`config.mk`:
```
export PLATFORM = sky130hd
export DESIGN_NAME = alu_arbiter
export DESIGN_NICKNAME = d
export VERILOG_FILES = /design/src/rtl/alu_arbiter.sv
export SDC_FILE = /design/constraint.sdc
export NUM_CORES = 1
export LEC_CHECK = 0
export ABC_AREA = 0
export BUFFER_PORTS_ARGS = -buffer_cell sky130_fd_sc_hd__buf_2
export CAP_MARGIN = 20
export CORE_ASPECT_RATIO = 1.5
export CORE_MARGIN = 10
export CORE_UTILIZATION = 48
export CTS_CLUSTER_DIAMETER = 50
export DETAILED_ROUTE_END_ITERATION = 6
export HOLD_SLACK_MARGIN = 0.08
export MAX_ROUTING_LAYER = met4
export PLACE_DENSITY_LB_ADDON = 0.12
export SYNTH_ARGS = -nofsm -noshare
export SYNTH_HDL_FRONTEND = slang
export SYNTH_SLANG_ARGS = --single-unit
```
`constraint.sdc`:
```
create_clock -name clock -period 5 [get_ports clock]
set_input_delay 0.75 -clock clock [delete_from_list [all_inputs] [get_ports clock]]
set_output_delay 0.75 -clock clock [all_outputs]
set_load 0.01 [all_outputs]
```
`src/rtl/alu_arbiter.sv`:
```
// Round-robin front end that shares one alu_dut between two requesters.
// One command is in flight at a time; the result returns with the requester id.
module alu_arbiter #(
  parameter int              DATA_W    = 32,
  parameter int              OP_W      = 3,
  parameter int              ALU_LAT   = 1,
  parameter logic [OP_W-1:0] ARITH_SEL = 3'b001,
  parameter logic [OP_W-1:0] SHIFT_SEL = 3'b000
) (
  input  logic                clock,
  input  logic                reset_n,
  input  logic [1:0]          req_valid,
  output logic [1:0]          req_ready,
  input  logic [2*DATA_W-1:0] req_data1,
  input  logic [2*DATA_W-1:0] req_data2,
  input  logic [2*OP_W-1:0]   req_opselect,
  input  logic [2*OP_W-1:0]   req_operation,
  output logic [DATA_W-1:0]   aluin1,
  output logic [DATA_W-1:0]   aluin2,
  output logic [OP_W-1:0]     opselect,
  output logic [OP_W-1:0]     operation,
  output logic                enable_arith,
  output logic                enable_shift,
  input  logic [DATA_W-1:0]   aluout,
  output logic                rsp_valid,
  input  logic                rsp_ready,
  output logic [DATA_W-1:0]   rsp_data,
  output logic                rsp_id,
  output logic                rsp_err
);

  typedef enum logic [1:0] {S_IDLE, S_ISSUE, S_WAIT, S_RESP} state_t;

  localparam logic [3:0] CNT_INIT = 4'(ALU_LAT - 1);

  state_t              state;
  state_t              next_state;
  logic                last_grant;
  logic                grant;
  logic                accept;
  logic                cmd_id;
  logic [3:0]          cnt;
  logic [DATA_W-1:0]   sel_data1;
  logic [DATA_W-1:0]   sel_data2;
  logic [OP_W-1:0]     sel_opselect;
  logic [OP_W-1:0]     sel_operation;
  logic                sel_arith;
  logic                sel_shift;

  // Arbitration, operand selection and next-state logic.
  always_comb begin
    next_state    = state;
    req_ready     = 2'b00;
    accept        = 1'b0;
    grant         = (req_valid == 2'b11) ? ~last_grant : req_valid[1];
    sel_data1     = grant ? req_data1[2*DATA_W-1:DATA_W]   : req_data1[DATA_W-1:0];
    sel_data2     = grant ? req_data2[2*DATA_W-1:DATA_W]   : req_data2[DATA_W-1:0];
    sel_opselect  = grant ? req_opselect[2*OP_W-1:OP_W]    : req_opselect[OP_W-1:0];
    sel_operation = grant ? req_operation[2*OP_W-1:OP_W]   : req_operation[OP_W-1:0];
    sel_arith     = (sel_opselect == ARITH_SEL);
    // Arith wins if both selectors are ever configured to the same code.
    sel_shift     = (sel_opselect == SHIFT_SEL) && !sel_arith;
    case (state)
      S_IDLE: begin
        if (reset_n && (req_valid != 2'b00)) begin
          req_ready  = grant ? 2'b10 : 2'b01;
          accept     = 1'b1;
          next_state = S_ISSUE;
        end
      end
      S_ISSUE: next_state = (enable_arith || enable_shift) ? S_WAIT : S_RESP;
      S_WAIT:  if (cnt == 4'd0) next_state = S_RESP;
      S_RESP:  if (rsp_ready) next_state = S_IDLE;
      default: next_state = S_IDLE;
    endcase
  end

  // State, command latch, ALU drive and response registers.
  always_ff @(posedge clock or negedge reset_n) begin
    if (!reset_n) begin
      state        <= S_IDLE;
      last_grant   <= 1'b1;
      cmd_id       <= 1'b0;
      cnt          <= 4'd0;
      aluin1       <= '0;
      aluin2       <= '0;
      opselect     <= '0;
      operation    <= '0;
      enable_arith <= 1'b0;
      enable_shift <= 1'b0;
      rsp_valid    <= 1'b0;
      rsp_data     <= '0;
      rsp_id       <= 1'b0;
      rsp_err      <= 1'b0;
    end else begin
      state        <= next_state;
      enable_arith <= 1'b0;
      enable_shift <= 1'b0;
      case (state)
        S_IDLE: begin
          if (accept) begin
            aluin1       <= sel_data1;
            aluin2       <= sel_data2;
            opselect     <= sel_opselect;
            operation    <= sel_operation;
            enable_arith <= sel_arith;
            enable_shift <= sel_shift;
            cmd_id       <= grant;
            last_grant   <= grant;
          end
        end
        S_ISSUE: begin
          if (enable_arith || enable_shift) begin
            cnt <= CNT_INIT;
          end else begin
            rsp_valid <= 1'b1;
            rsp_err   <= 1'b1;
            rsp_data  <= '0;
            rsp_id    <= cmd_id;
          end
        end
        S_WAIT: begin
          if (cnt == 4'd0) begin
            rsp_valid <= 1'b1;
            rsp_err   <= 1'b0;
            rsp_data  <= aluout;
            rsp_id    <= cmd_id;
          end else begin
            cnt <= cnt - 4'd1;
          end
        end
        S_RESP: if (rsp_ready) rsp_valid <= 1'b0;
        default: ;
      endcase
    end
  end

endmodule

```
# After elaboration in Yosys (flattened, before gate mapping)

Index checks and enable logic that the tools add are counted.

Equal/unequal tests: 11
Reductions and logical operators: 15
Muxes and demuxes: 34
Bitwise gates (word level): 1
$add $sub $neg: 1

Operators with widths:

| kind                                              | number |
|---|---|
| two-way mux 32 bit                                | 4 |
| case mux 32 bit (2 select lines)                  | 1 |
| two-way mux 1 bit                                 | 14 |
| two-way mux 2 bit                                 | 6 |
| != test 2 bit (second input constant)             | 6 |
| AND reduction 3 bit                               | 3 |
| two-way mux 4 bit                                 | 2 |
| case mux 2 bit (4 select lines)                   | 1 |
| case mux 4 bit (2 select lines)                   | 1 |
| == test 2 bit (second input constant)             | 3 |
| two-way mux 3 bit                                 | 2 |
| zero test 4 bit                                   | 1 |
| case mux 1 bit (2 select lines)                   | 2 |
| AND reduction 4 bit                               | 1 |
| nonzero test 2 bit                                | 2 |
| subtractor 4 x 1 -> 4 bit (second input constant) | 1 |
| == test 3 x 1 -> 1 bit (second input constant)    | 1 |
| zero test 3 bit                                   | 1 |
| case mux 1 bit (3 select lines)                   | 1 |
| nonzero test 3 bit                                | 1 |
| == test 2 x 1 -> 1 bit (second input constant)    | 1 |
| logical AND 1 bit                                 | 2 |
| zero test 2 bit                                   | 1 |
| AND reduction 2 bit                               | 1 |
| other kinds (3)                                   | 3 |

Flip-flop bits (word level): 115
Word-level logic and storage cells: 76
Output and inout port bits: 109
Bits of input ports: 177

# Logic depth before layout (Yosys ltp)

Gate-level depths: netlist (run 1).

Word-level depth: 8
Mapped depth: 7

# Least setup slack after synthesis (run 1)

No wires, ideal clock.

Path kind: input -> output
From: input req_valid[1]
To: output req_ready[0]
Required time: 4250 ps
Buffers on the path: 2
Setup slack: 2558 ps
Cell stages on the path: 4
Data arrival time: 1692 ps
Cells stage by stage: o211ai_1 > buf_2 > buf_2 > nor2_1

Longest elaborated chain between the ends: 5
Elaborated cells on any way between the ends: 7

RTL lines:

| element               | line | text |
|---|---|---|
| start, declared       | 12   | `input logic [1:0] req_valid,` |
| == test 2 bit         | 55   | `grant = (req_valid == 2'b11) ? ~last_grant : req_valid[1];` |
| two-way mux 1 bit     | 55   |  |
| two-way mux 2 bit     | 66   | `req_ready = grant ? 2'b10 : 2'b01;` |
| two-way mux 2 bit (*) | 65   | `if (reset_n && (req_valid != 2'b00)) begin` |
| two-way mux 2 bit (*) | 63   | `case (state)` |
| end, declared         | 13   | `output logic [1:0] req_ready,` |

Every way passes the cells marked *; elsewhere a longest branch is shown, timed or not.

# Worst setup path in the final report (run 1)

From: input reset_n
To: output req_ready[1]

Longest elaborated chain between the ends: 3

RTL lines:

| element           | line | text |
|---|---|---|
| start, declared   | 11   | `input logic reset_n,` |
| logical AND 1 bit | 65   |  |
| two-way mux 2 bit | 65   |  |
| two-way mux 2 bit | 63   |  |

Every way passes these cells.

==> out/qor.csv, run 1 <==
metric,value,unit
status,"finished, final reports clean",
Post-synth top flop,dfrtp_1,
Post-DP HPWL,12500,um
Reg2Reg Depth,4,
fin crit period,3070,ps
largest family of logic cells by synthesized area,multiplexers,
Syn Nets,629,
DRC Markers,0,
Mapped Area,5080,um^2
setup_tns,0,ps
CTS tree,built,
Final Skew,10.4,ps
Leak,4.01,nW
Pre-antenna DRT Iters,4,
synth cell count leaders,"dfrtp_1 (114), nand2_1 (73), mux2i_1 (71), o21ai_0 (71), a22o_1 (32)",
GR Util All Layers,0.222,
antenna-violating nets left,0,
cts hold-fix bufs,0,
"Async S/R FF share, synth",1.00,
I/O Buffers,285,
Starting Density,0.485,
global route overflow,0,
area of the multi-input gates,2020,um^2
Yosys top cell by area,dfrtp_1,
Die Height,146,um
Tightest Pin Transition,1040,ps
final hold violations,0,
initial antenna violation count,3,
Yosys cell types,40,
largest net degree at the start of global routing,129,
Reg2Reg Setup Slack,2600,ps
vias,4513,
number of placed I/O pins,286,
Synth area leaders,"dfrtp_1 (56%), mux2i_1 (14%), o21ai_0 (7.0%)",
Crit path required time,4250,ps
first-pass GRT wire length,26200,um
Final Util,0.694,
area share of the largest cell type after synthesis,0.561,
cell row count,46,
simple-gate share of the synthesized area,0.0802,
Post-Synth Adder-Cell Area,0.0148,
Pins Over Slew Limit,0,
final setup violation count,0,
Die Wd,104,um
fin crit share,0.613,
FF/Latch Area,2880,um^2
Worst R2R End,aluin1[31],
clock slew at reported path FFs,50,ps
register area share after synthesis,0.566,
cells after synthesis,446,
Hold Path Class,primary input to async pin,
CTS Buf Count,17,
drt via density,5.09,
wire length per cell,18.3,um
routability cong.,0.801,
post-CTS setup buffers,0,
CP endpoint kind,primary output,
Yosys reg bits,115,
htree depth,4,
CP Class,primary input to primary output,
Startpoint Class,primary input,
most numerous cell in the Yosys netlist,dfrtp_1,
PD cells,642,nW/um^2
Root Buffer,clkbuf_16,
Starting DRT DRC Count,163,
Crit Reg-Reg Startpoint,last_grant,
Peak Freq,326,MHz
Mean Syn Cell Area,11.4,um^2
CTS max path bufs,2,
max-cap check violation count,0,
post-synthesis mux area share,0.152,
worst-path fanout max,124,
Fill cells,841,
layout overhead on the synthesized area,43.1,%
core area,10500,um^2
Compound-Gate Fraction of Synth Area,0.147,
clock latency at the later pin of the worst-skew pair,410,ps
RSZ-0062 raised after global routing,no,
Post-Synth XOR/XNOR Area,0,
Total Power,0.00467,W
WL final,16200,um
Yosys warning total,0,
Slew HR,0.304,
TritonCTS Sinks,115,
VDD IR-drop max,0.282,mV
die area,15200,um^2
final net count,910,
share of layout cells above drive strength 1,0.449,
post_cts resized,0,
"EDFF count, synth",0,
vias in the first global route,5031,
critical path arrival,2320,ps
layout make-up:
cell class,count,area share
clock buffers,22,0.0624
multi-input cells,292,0.278
flip-flops and latches,115,0.396
diodes,3,0.00103
inverters,8,0.00413
repair buffers,293,0.209
well taps,144,0.0248
clock inverters,10,0.0248
kinds of logic after synthesis:
family          count (synthesis)
compound gates                117
simple gates                   93
flops                         115
mux                            76
fa+ha+maj                       6
buf+inv                        39
registers in the layout (all words and copies together), names as in the netlist:
name          cells
state             2
rsp_id            1
cmd_id            1
aluin2           32
last_grant        1
opselect          3
aluin1           32
rsp_data         32
rsp_valid         1
cnt               4
enable_arith      1
rsp_err           1
enable_shift      1
operation         3
cells in the final DEF (no fill, tap or decap), drive strengths merged, types with 2 or more instances in the layout:
master / instances
dfrtp: 114
clkinvlp: 2
nor3: 3
o21ai: 71
clkbuf: 22
inv: 8
mux2: 5
a221oi: 2
clkinv: 3
nand2: 73
or3b: 2
mux2i: 71
diode: 3
ha: 6
a22o: 32
nor3b: 2
bufinv: 5
nor2: 4
nor2b: 2
buf: 293
a21boi: 2
per-layer routing:
layer | share of wire | track usage | vias up
met5 | 0 | - | -
met4 | 0.038 | 0.115 | 0
met3 | 0.072 | 0.0749 | 41
met2 | 0.49 | 0.353 | 239
met1 | 0.40 | 0.243 | 2083
li1 | - | - | 2150
stage by stage:
stage | cell area, um^2 | hold slack [ps] | cells | worst slack (ps)
after floorplan | 5080 | 450 | 446 | 2560
after global placement | 6580 | 459 | 849 | 1830
after detailed placement | 6590 | 464 | 850 | 1760
after CTS | 7220 | 388 | 882 | 1750
after global routing | 7270 | 418 | 887 | 1710
final | 7270 | 368 | 887 | 1930
power by group:
part	internal [W]	switching (W)	total [W]
sequential	0.00136	0.000231	0.00159
combinational	0.000771	0.00101	0.00178
clock	0.000894	0.000406	0.00130
total	0.00303	0.00164	0.00467
worst max-delay path: stages:
cell      delay (ps)
buf_4            490
o211ai_1         220
buf_4            210
buf_16           210
nor2_1           170
buf_2            160
how the worst max path moves through the flow:
stage	from	slack (ps)	to
floorplan	req_valid[1]	2560	req_ready[0]
global placement	reset_n	1830	req_ready[1]
detailed placement	reset_n	1760	req_ready[1]
CTS	state[0]	1750	req_ready[1]
global route	reset_n	1710	req_ready[1]
finish	reset_n	1930	req_ready[1]
(Power assumes the default switching activity.)
==> run 2: changes to the inputs <==
--- a/config.mk
+++ b/config.mk
@@ -5,12 +5,12 @@
 export SDC_FILE = /design/constraint.sdc
 export NUM_CORES = 1
 export LEC_CHECK = 0
-export ABC_AREA = 0
+export ABC_AREA = 1
 export BUFFER_PORTS_ARGS = -buffer_cell sky130_fd_sc_hd__buf_2
 export CAP_MARGIN = 20
 export CORE_ASPECT_RATIO = 1.5
 export CORE_MARGIN = 10
-export CORE_UTILIZATION = 48
+export CORE_UTILIZATION = 46
 export CTS_CLUSTER_DIAMETER = 50
 export DETAILED_ROUTE_END_ITERATION = 6
 export HOLD_SLACK_MARGIN = 0.08
==> constraint.sdc (replaced) <==
create_clock -name clock -period 3.1 [get_ports clock]
set_input_delay 0.465 -clock clock [delete_from_list [all_inputs] [get_ports clock]]
set_output_delay 0.465 -clock clock [all_outputs]
set_load 0.01 [all_outputs]
==> run 2 against run 1 <==
Core utilization is 3.5 points lower. Flip-flop and latch count stayed put. Power is 60% higher. Largest power group unchanged.
==> out/qor.csv, run 2 <==
metric,value,unit,change
Final Skew,11.5,ps,+1.03 ps
Yosys top cell by area,dfrtp_1,,
Crit path required time,2630,ps,-1620 ps
TritonCTS Sinks,115,,unchanged
Post-Synth Adder-Cell Area,0.0137,,-0.00107
cells after synthesis,759,,+70%
register area share after synthesis,0.525,,-0.0410
first-pass GRT wire length,28400,um,+8.7%
Starting Density,0.473,,-0.0125
fin crit share,0.695,,
clock slew at reported path FFs,50,ps,about the same
cts hold-fix bufs,0,,unchanged
RSZ-0062 raised after global routing,no,,
CTS Buf Count,17,,unchanged
htree depth,4,,unchanged
Synth area leaders,"dfrtp_1 (52%), nand2_1 (35%), nand3_1 (4.0%)",,
fin crit period,2150,ps,
antenna-violating nets left,0,,unchanged
simple-gate share of the synthesized area,0.402,,+0.322
clock latency at the later pin of the worst-skew pair,410,ps,about the same
largest family of logic cells by synthesized area,simple AND/OR/NAND/NOR gates,,
Startpoint Class,flop,,
Crit Reg-Reg Startpoint,state[0],,
post-synthesis mux area share,0,,-0.152
cell row count,48,,+4.3%
most numerous cell in the Yosys netlist,nand2_1,,
DRC Markers,0,,unchanged
Die Wd,109,um,+4.9%
PD cells,980,nW/um^2,+53%
Compound-Gate Fraction of Synth Area,0.0114,,-0.136
post_cts resized,0,,unchanged
WL final,18000,um,+11%
die area,16800,um^2,+10%
I/O Buffers,285,,unchanged
drt via density,4.71,,-7.4%
share of layout cells above drive strength 1,0.319,,-0.130
Hold Path Class,primary input to async pin,,
VDD IR-drop max,0.484,mV,+71%
Yosys cell types,20,,-50%
status,"finished, final reports clean",,
placed cell areas,7020,um^2,+6.5%
worst-path fanout max,5,,-96%
core area,11600,um^2,+11%
final hold slack,189,ps,-178 ps
CTS tree,built,,
most frequent cells in the layout,"nand2_1 (506), buf_2 (284), dfrtp_1 (114)",,
"EDFF count, synth",0,,unchanged
"most common cell after layout, fill and taps aside",nand2_1,,
Pre-antenna DRT Iters,4,,unchanged
Die Height,154,um,+5.2%
Starting DRT DRC Count,279,,+71%
Syn Nets,942,,+50%
GR Util All Layers,0.219,,-0.00341
CP endpoint kind,primary output,,
wire length per cell,15.0,um,-18%
CP Class,flop to primary output,,
Fill cells,1085,,+29%
final setup violation count,0,,unchanged
setup_tns,0,ps,unchanged
final net count,1221,,+34%
final hold violations,0,,unchanged
Post-synth top flop,dfrtp_1,,
routability cong.,0.837,,+4.5%
Post-DP HPWL,13900,um,+11%
Post-Synth XOR/XNOR Area,0.00160,,+0.00160
initial antenna violation count,4,,+1
"Async S/R FF share, synth",1.00,,unchanged
largest net degree at the start of global routing,63,,-51%
Reg2Reg Depth,7,,+3
global route overflow,0,,unchanged
Yosys reg bits,115,,unchanged
Total Power,0.00749,W,+60%
Reg2Reg Setup Slack,1110,ps,-1490 ps
largest registers,"aluin1 x32, aluin2 x32, rsp_data x32",,
Peak Freq,464,MHz,
Slew HR,0.473,,+0.169
Root Buffer,clkbuf_16,,
vias in the first global route,5708,,+13%
number of placed I/O pins,286,,unchanged
layout overhead on the synthesized area,39.4,%,
fin area,7640,um^2,+5.0%
post-CTS setup buffers,0,,unchanged
CP Launch Point,state[0],,
Pins Over Slew Limit,0,,unchanged
Tightest Pin Transition,791,ps,-251 ps
critical path arrival,1690,ps,-630 ps
Mean Syn Cell Area,7.22,um^2,-37%
Worst R2R End,rsp_data[17],,
max-cap check violation count,0,,unchanged
Yosys warning total,0,,unchanged
Mapped Area,5480,um^2,+7.8%
vias,5674,,+26%
area share of the largest cell type after synthesis,0.521,,-0.0406
synth cell count leaders,"nand2_1 (507), dfrtp_1 (114), nand3_1 (44)",,
Leak,4.79,nW,+19%
CTS max path bufs,2,,unchanged
[run 2: cell families (layout without fill, tap and decap cells)]
group / Yosys count / in the layout
flip-flops: 115 / 115
AO/OA/AOI/OAI: 12 / 12
other: 0 / 4
buffers and inverters: 58 / 349
adder cells (fa/ha/maj): 6 / 6
AND/OR/NAND/NOR: 567 / 567
XOR/XNOR: 1 / 1
[run 2: routing by layer]
layer | global-route usage | vias up | part of all wire
met5 | - | - | 0
met4 | 0.0920 | 0 | 0.024
met3 | 0.0636 | 32 | 0.084
met2 | 0.357 | 224 | 0.50
met1 | 0.242 | 2545 | 0.39
li1 | - | 2873 | -
[run 2: worst max path at each step]
stage                    to  cells past startpoint
6_report       req_ready[0]                      7
5_1_grt        req_ready[0]                      7
4_1_cts        req_ready[0]                      7
3_5_place_dp   rsp_data[21]                      7
3_3_place_gp   rsp_data[26]                      7
2_1_floorplan  req_ready[0]                      7
[run 2: report_power, final]
part	switching [W]	total [W]	internal (W)
clock	0.000658	0.00199	0.00134
sequential	0.000364	0.00253	0.00216
combinational	0.00189	0.00296	0.00107
total	0.00292	0.00749	0.00457
[run 2: area by class of cell]
| cell class | instances | area, um^2 | area share |
|---|---|---|---|
| Clock inverter | 10 | 130 | 0.0170 |
| Antenna cell | 4 | 10.0 | 0.00131 |
| Sequential cell | 115 | 2880 | 0.377 |
| Timing Repair Buffer | 298 | 1530 | 0.200 |
| Inverter | 20 | 75.1 | 0.00982 |
| Clock buffer | 21 | 480 | 0.0629 |
| Multi-Input combinational cell | 586 | 2350 | 0.308 |
| Tap cell | 150 | 188 | 0.0246 |
[run 2: critical path: stages, from the launching register on]
cell and delay [ps]:
dfrtp_1 420, inv_1 130, ha_1 190, inv_1 70, nor2_4 160, inv_2 60
nor2_1 90, buf_2 160
[run 2: per-stage QoR]
| stage | cells | utilization | worst slack (ps) |
|---|---|---|---|
| final | 1204 | 0.659 | 946 |
| after global routing | 1204 | 0.659 | 758 |
| after CTS | 1200 | 0.658 | 918 |
| after detailed placement | 1169 | 0.606 | 1140 |
| after global placement | 1169 | 0.606 | 1160 |
| after floorplan | 759 | - | 1350 |
==> run 3: changes to the inputs <==
==> constraint.sdc (replaced) <==
create_clock -name clock -period 2.2 [get_ports clock]
set_input_delay 0.33 -clock clock [delete_from_list [all_inputs] [get_ports clock]]
set_output_delay 0.33 -clock clock [all_outputs]
set_load 0.01 [all_outputs]
==> run 3 against run 2 <==
Via count increased by 0.53%. Worst setup slack got worse by 800 ps. Final cell count barely moved. Count of clock-buffer cells in the layout is the same. Cell area grew 0.16%. Wire length up 1.1%. Sequential power grew 40%. Power rose by 40%. Flip-flop and latch count is the same. Highest routed layer unchanged.
==> out/qor.csv, run 3 (same netlist as run 2, synthesis figures left out) <==
metric,value,unit,change
status,"finished, final reports clean",,
initial antenna violation count,1,,-3
PD cells,1370,nW/um^2,+40%
final hold slack,158,ps,-31.6 ps
post-CTS setup buffers,0,,unchanged
fin crit share,0.932,,
Pre-antenna DRT Iters,4,,unchanged
Crit path required time,1870,ps,-760 ps
Tightest Pin Transition,607,ps,-183 ps
number of placed I/O pins,286,,unchanged
Final Util,0.660,,+0.00108
worst-path fanout max,6,,+1
GR Util All Layers,0.219,,about the same
cell count after placement,1169,,unchanged
CP Class,flop to primary output,,
setup_tns,0,ps,unchanged
Root Buffer,clkbuf_16,,
crit-path cells,"inv_1, ha_1, inv_1, nor2_4, inv_2, nor2_1, buf_2",,
fin crit period,2050,ps,
drt via density,4.74,,+0.61%
Internal Dissipation,0.00634,W,+39%
wire length per cell,15.1,um,+1.2%
clock latency at the later pin of the worst-skew pair,410,ps,about the same
final hold violations,0,,unchanged
"non-filler cells, final",1203,,-0.083%
Die Height,154,um,unchanged
CP endpoint kind,primary output,,
DRC Markers,0,,unchanged
CP Buf/Inv Count,4,,unchanged
Crit-path slowest cell,dfrtp_1,,
vias in the first global route,5789,,+1.4%
core area,11600,um^2,unchanged
WL final,18200,um,+1.1%
placed cell areas,7070,um^2,+0.71%
htree depth,4,,unchanged
cell family with most CP delay,buffers and inverters,,
largest registers,"aluin1 x32, aluin2 x32, rsp_data x32",,
share of layout cells above drive strength 1,0.317,,-0.00156
Pins Over Slew Limit,0,,unchanged
post_cts resized,0,,unchanged
Switching Share,0.394,,+0.00444
max-cap check violation count,0,,unchanged
final net count,1222,,+0.082%
hold depth,3,,
clock slew at reported path FFs,50,ps,about the same
fin area,7650,um^2,+0.16%
crit-path most repeated cell,inv_1,,
Peak Freq,488,MHz,
critical path arrival,1720,ps,+30 ps
antenna-violating nets left,0,,unchanged
Starting DRT DRC Count,236,,-15%
I/O Buffers,285,,unchanged
die area,16800,um^2,unchanged
RSZ-0062 raised after global routing,no,,
Switch Pwr,0.00413,W,+41%
VDD IR-drop max,0.701,mV,+45%
TritonCTS Sinks,115,,unchanged
most frequent cells in the layout,"nand2_1 (506), buf_2 (284), dfrtp_1 (114)",,
Clk pwr share,0.252,,-0.014
vias,5704,,+0.53%
Post-DP HPWL,13900,um,about the same
largest net degree at the start of global routing,116,,+84%
Reg2Reg Depth,8,,+1
cell row count,48,,unchanged
routability cong.,0.863,,+3.1%
"most common cell after layout, fill and taps aside",nand2_1,,
Final Skew,7.35,ps,-4.12 ps
Startpoint Class,flop,,
first-pass GRT wire length,28500,um,about the same
CP Depth,7,,unchanged
Seq pwr share,0.340,,+0.002
Slew HR,0.595,,+0.122
CTS tree,built,,
Hold Path Class,primary input to flop,,
global route overflow,0,,unchanged
layout overhead on the synthesized area,39.7,%,
Leak,4.80,nW,+0.13%
Comb pwr share,0.408,,+0.012
Starting Density,0.473,,unchanged
CP max stage delay,410,ps,about the same
CTS max path bufs,2,,unchanged
final setup violation count,0,,unchanged
CTS Buf Count,17,,unchanged
Die Wd,109,um,unchanged
==> run 3: changes by cell type in the layout (fill, tap and decap cells not counted) <==
cell | previous run | this run
buf_12 | 0 | 4
buf_4 | 14 | 10
bufinv_16 | 3 | 2
clkbuf_1 | 0 | 2
clkbuf_8 | 4 | 2
clkinv_2 | 5 | 7
diode_2 | 4 | 1
dlygate4sd3_1 | 0 | 1
==> run 3: what timing repair did <==
item | CTS | global route
hold endpoints to repair | 114 | 0
endpoints found under the setup margin | 0 | 0
hold buffers | 1 | 0
==> run 3: worst paths after layout <==
kind / end / slack [ps] / start
worst min-delay path: rsp_data[20] / 160 / aluout[20]
min in group asynchronous: aluin1[30] / 600 / reset_n
max in group asynchronous: rsp_data[18] / 1150 / reset_n
worst max-delay path: req_ready[0] / 150 / state[0]
worst min register to register: rsp_data[25] / 460 / rsp_data[25]
worst max register to register: rsp_data[21] / 460 / state[0]
==> run 3: final cells by class <==
class	count	area, um^2
clock buffer	21	460
multi-input combinational	586	2350
fill	1098	3940
sequential	115	2880
tap	150	188
clock inverter	11	110
inverter	20	75.1
antenna	1	2.50
timing repair buffer	299	1590
==> run 3: worst register-to-register path, stage by stage, from the launching register on <==
cell     delay, ps
dfrtp_1        400
inv_1          110
ha_1           350
inv_1           60
nor2_2         110
nand2_1        220
buf_12         250
nand2_1         80
nand2_1         50
==> run 3: layer usage <==
metal,wire length [um],vias to the layer above,track usage
met2,9000,228,0.361
met1,7420,2582,0.247
met5,0,-,-
met3,1360,29,0.0506
met4,444,0,0.0901
li1,-,2865,-
==> run 3: power groups by stage <==
stage	Clock (W)	Combinational (W)	Sequential [W]
finish	0.00264	0.00428	0.00355
global route	0.00278	0.00482	0.00368
CTS	0.00269	0.00435	0.00356
detailed placement	0	0.00435	0.00356
global placement	0	0.00427	0.00356
floorplan	0	0.00206	0.00396
==> run 3: stage by stage <==
stage                     total power [W]  worst slack, ps
final                              0.0105              150
after global routing               0.0113             10.3
after CTS                          0.0106              115
after detailed placement          0.00791              507
after global placement            0.00783              563
after floorplan                   0.00602              587
